==> config.mk <==
export PLATFORM = sky130hd
export DESIGN_NAME = popcount_frame_acc
export DESIGN_NICKNAME = d
export VERILOG_FILES = /design/src/rtl/popcount_pkg.sv /design/src/rtl/PopCount8.sv /design/src/rtl/popcount_frame_acc.sv
export SDC_FILE = /design/constraint.sdc
export NUM_CORES = 1
export LEC_CHECK = 0
export CAP_MARGIN = 20
export CORE_MARGIN = 2
export CORE_UTILIZATION = 50
export DETAILED_ROUTE_END_ITERATION = 8
export MAX_ROUTING_LAYER = met4
export PLACE_DENSITY = 0.74
export SLEW_MARGIN = 30
export SYNTH_ARGS = -nofsm -noshare
export SYNTH_HDL_FRONTEND = slang
export SYNTH_SLANG_ARGS = --single-unit
==> constraint.sdc <==
create_clock -name CLK -period 5.15 [get_ports CLK]
set_clock_uncertainty 0.05 [all_clocks]
set_input_delay 1.545 -clock CLK [delete_from_list [all_inputs] [get_ports CLK]]
set_output_delay 1.545 -clock CLK [all_outputs]
set_load 0.005 [all_outputs]
==> src/rtl/popcount_pkg.sv <==
// popcount_pkg: shared FSM encoding and default widths for the frame popcount accumulator
package popcount_pkg;
  localparam int CNT_W_DEF = 16;
  localparam int LEN_W_DEF = 12;
  typedef enum logic {ACCUM = 1'b0, HOLD = 1'b1} state_t;
endpackage

==> src/rtl/PopCount8.sv <==
// PopCount8: number of set bits in a byte
module PopCount8 (
  input  logic [7:0] data,
  output logic [3:0] count
);
  always_comb begin
    count = '0;
    for (int i = 0; i < 8; i++) count = count + {3'b0, data[i]};
  end
endmodule

==> src/rtl/popcount_frame_acc.sv <==
// popcount_frame_acc: per-frame saturating bit-count and byte-count accumulator with held result
module popcount_frame_acc
  import popcount_pkg::*;
#(
  parameter int CNT_W = CNT_W_DEF,
  parameter int LEN_W = LEN_W_DEF
) (
  input  logic             CLK,
  input  logic             ASYNCRESETN,
  input  logic [7:0]       I_data,
  input  logic             I_valid,
  input  logic             I_last,
  output logic             I_ready,
  input  logic             CLR,
  output logic [CNT_W-1:0] O_count,
  output logic [LEN_W-1:0] O_len,
  output logic             O_sat,
  output logic             O_valid,
  input  logic             O_ready
);
  state_t state, state_nxt;
  logic [CNT_W-1:0] acc, acc_nxt;
  logic [LEN_W-1:0] len, len_nxt;
  logic sat, sat_nxt, take;
  logic [3:0] pc;
  logic [CNT_W:0] acc_sum;
  logic [LEN_W:0] len_sum;
  PopCount8 u_pc (.data(I_data), .count(pc));
  // one extra bit on each sum exposes the carry that triggers clamping
  assign acc_sum = {1'b0, acc} + {{(CNT_W-3){1'b0}}, pc};
  assign len_sum = {1'b0, len} + {{LEN_W{1'b0}}, 1'b1};
  assign acc_nxt = acc_sum[CNT_W] ? '1 : acc_sum[CNT_W-1:0];
  assign len_nxt = len_sum[LEN_W] ? '1 : len_sum[LEN_W-1:0];
  assign sat_nxt = sat | acc_sum[CNT_W] | len_sum[LEN_W];
  always_ff @(posedge CLK or negedge ASYNCRESETN)
    if (!ASYNCRESETN) state <= ACCUM;
    else state <= state_nxt;
  always_comb begin
    I_ready = state == ACCUM;
    O_valid = state == HOLD;
    take = I_valid & I_ready & ~CLR;
    state_nxt = state;
    if (take && I_last) state_nxt = HOLD;
    else if (O_valid && O_ready) state_nxt = ACCUM;
  end
  always_ff @(posedge CLK or negedge ASYNCRESETN)
    if (!ASYNCRESETN) begin
      acc <= '0;
      len <= '0;
      sat <= 1'b0;
      O_count <= '0;
      O_len <= '0;
      O_sat <= 1'b0;
    end else if (I_ready && CLR) begin
      acc <= '0;
      len <= '0;
      sat <= 1'b0;
    end else if (take && I_last) begin
      O_count <= acc_nxt;
      O_len <= len_nxt;
      O_sat <= sat_nxt;
      acc <= '0;
      len <= '0;
      sat <= 1'b0;
    end else if (take) begin
      acc <= acc_nxt;
      len <= len_nxt;
      sat <= sat_nxt;
    end
endmodule
==> flow_summary.ini <==
[pwr]
power_frac_clock_pct = 36.6
p_leak_uw = 0.001843
pwr-share-comb_pct = 24.3
switchingPower_uw = 366.2
power.density_nw_per_um2 = 328.9
sw_frac_of_total_pct = 26.54
share_seq_of_total_power_pct = 39.2
peakVddDrop_mv = 0.2431
p_int_uw = 1014

[yosys]
syn_avg_cell_area_sq_um = 9.481
yosysTopAreaCell = dfrtp_1
synth_seq_cells = 59
netlist_instances = 341
yosysTopAreaCellShare_pct = 45.67
synthTopCellsByArea = dfrtp_1 (46%), o21ai_0 (5.3%), nand2_1 (3.7%), xnor2_1 (3.5%), a22o_1 (3.3%)
yosys-top-cells-count = dfrtp_1 (59), o21ai_0 (34), nand2_1 (32), nor2_1 (25), a21oi_1 (20)
yosysSeqAreaShare_pct = 45.67
ys.flop_type = dfrtp_1
ys_types = 45
synth_edf_count = 0
syn_area_sq_um = 3233
synth_most_common_cell = dfrtp_1
synth_nets = 368
synth-async-reset-ratio_pct = 100.0
yosysWarnings = 0

[route]
dr_wl_met2_um = 3617
dr.max_layer_used = met4
wl_met3_um = 335
wl_per_cell_um = 15.63
drc = 0
first_pass_iters = 4
vias = 2772
drtAntennaViolNets = 0
viasPerCell = 5.751
drt-total-wl_um = 7533
drt_iter0_drc = 193
wl_met1_um = 3469

[die]
die_w_um = 84.41
die-area_sq_um = 7125
core_sq_um = 6314
io_pins = 45
die_h_um = 84.41
start_util_pct = 51.21
rows = 29

[sta]
finalHoldViolCount = 0
min_period_over_period_pct = 97.37
rsz0062_at_grt = no
drv_slew = 0
slew_headroom_pct = 36.75
worst_slew_pin_slew_ns = 0.9486
fmax_mhz = 199.4
period_minus_slack_ns = 5.015
setup_viol = 0
setup_tns_ns = 0
holdWs_ns = 0.4378

[final_layout]
drive_gt1_share_pct = 15.80
layout.nets = 427
areaGrowthSynthToFinish_pct = 29.76
utilization_pct = 66.45
diodes = 0

[setup_path]
cp_data_required_time_ns = 5.34
crit_fanout = 6
critPathKind = in2reg
worstSetupEndpointType = register
critPathLaunchType = input port
regToRegSetupSlack_ns = 3.02
arrival_ns = 5.21

[hold_path]
hold_path.class = reg2reg

[clock_network]
numCtsBuffers = 9
postCtsHoldBufs = 0
cts-root-buf = clkbuf_8
clkTransAtPathRegs_ns = 0.07
htreeDepth = 3
cts_tree = done
cts_sinks = 59
clockBufferDepth = 2
clk-insertion-delay-late_ns = 0.35

[global_route]
grt_pass1_vias = 2727
grt_pass1_wl_um = 13050
grt_max_degree = 32
antenna_found_initial = 0
grtUsageTotal_pct = 23.69
overflow = 0

[place]
place_congestion = 0.8416
io_buffer_count = 44
dpl.hpwl_um = 4967

[run]
drv_cap = 0

[outcome]
outcome = complete, no violations
==> repair_timing <==
action | CTS | global route
buffers inserted | 3 | 1
cloned | 0 | 1
endpoints found under the setup margin | 34 | 34
gates resized for setup | 14 | 14
pin swaps | 16 | 14
==> power groups by stage <==
stage	logic, uW	registers [uW]	clock network [uW]
floorplan	145	550	0
global placement	295	546	0
detailed placement	304	549	0
CTS	322	541	507
global route	373	548	529
finish	335	540	505
==> cell usage in the layout (no fill, tap or decap), types with 9 or more instances in the layout <==
master and n:
o21ai_1 21, nand2_1 30, nor2_1 24, a21oi_1 19, dfrtp_1 59, a21o_1 13, buf_4 16, nand3_1 9
xnor2_1 12, o21ai_0 29, clkdlybuf4s50_1 41, inv_1 18, clkbuf_8 12, a22o_1 12
==> per-stage QoR <==
step                      instance area (sq um)  total power (uW)  std cells  setup slack, ns
final                                      4195              1380        482           0.1353
after global routing                       4195              1450        482         0.005599
after CTS                                  4120              1371        480         -0.02648
after detailed placement                   3820             852.6        461          -0.5987
after global placement                     3820             841.2        461          -0.5009
after floorplan                            3248             694.6        341          0.01557
==> metal layers <==
metal  track usage, %  up-vias
li1                 -     1331
met5                -        -
met1            32.88     1358
met4            9.235        0
met2            35.06       74
met3            4.031        9
==> critical path, cell delays in order <==
cell	delay (ns)
clkdlybuf4s50_1	0.45
inv_1	0.05
fa_1	0.54
fa_1	0.43
fa_2	0.37
fa_2	0.37
xnor2_2	0.17
ha_4	0.30
buf_6	0.10
nand2b_4	0.07
a21oi_4	0.24
nand3_1	0.17
a21o_1	0.21
a22o_1	0.17
==> cells by family (layout without fill, tap and decap cells) <==
kind of cell | Yosys count | count (layout) | share of synthesized area [%]
simple gates | 97 | 97 | 15.83
buf+inv | 34 | 98 | 4.335
fa+ha+maj | 13 | 13 | 6.192
compound gates | 123 | 123 | 23.88
flops | 59 | 59 | 45.67
xor+xnor | 14 | 14 | 3.793
mux | 1 | 1 | 0.3096
==> path summary, 6_finish.rpt <==
check                              end  depth (start not counted)        start
setup / recovery                acc[6]                         14    I_data[2]
hold / removal               O_len[10]                          2    O_len[10]
setup reg to reg                len[7]                          6       len[0]
hold reg to reg              O_len[10]                          2    O_len[10]
max in group asynchronous   O_count[5]                          2  ASYNCRESETN
min in group asynchronous  O_count[10]                          1  ASYNCRESETN
==> final cells by class <==
class                      instances  area (sq um)
fill                             532          2118
multi-input combinational        248          1732
sequential                        59          1476
timing repair buffer              63         581.8
clock buffer                      13         168.9
tap                               77         96.34
inverter                          19         71.32
clock inverter                     3         68.82
==> flip-flops by register name (all words and copies together), names as in the netlist <==
signal,count
O_count,16
O_len,12
O_sat,1
O_valid,1
acc,16
len,12
sat,1
Power figures use the tool's default switching activity.
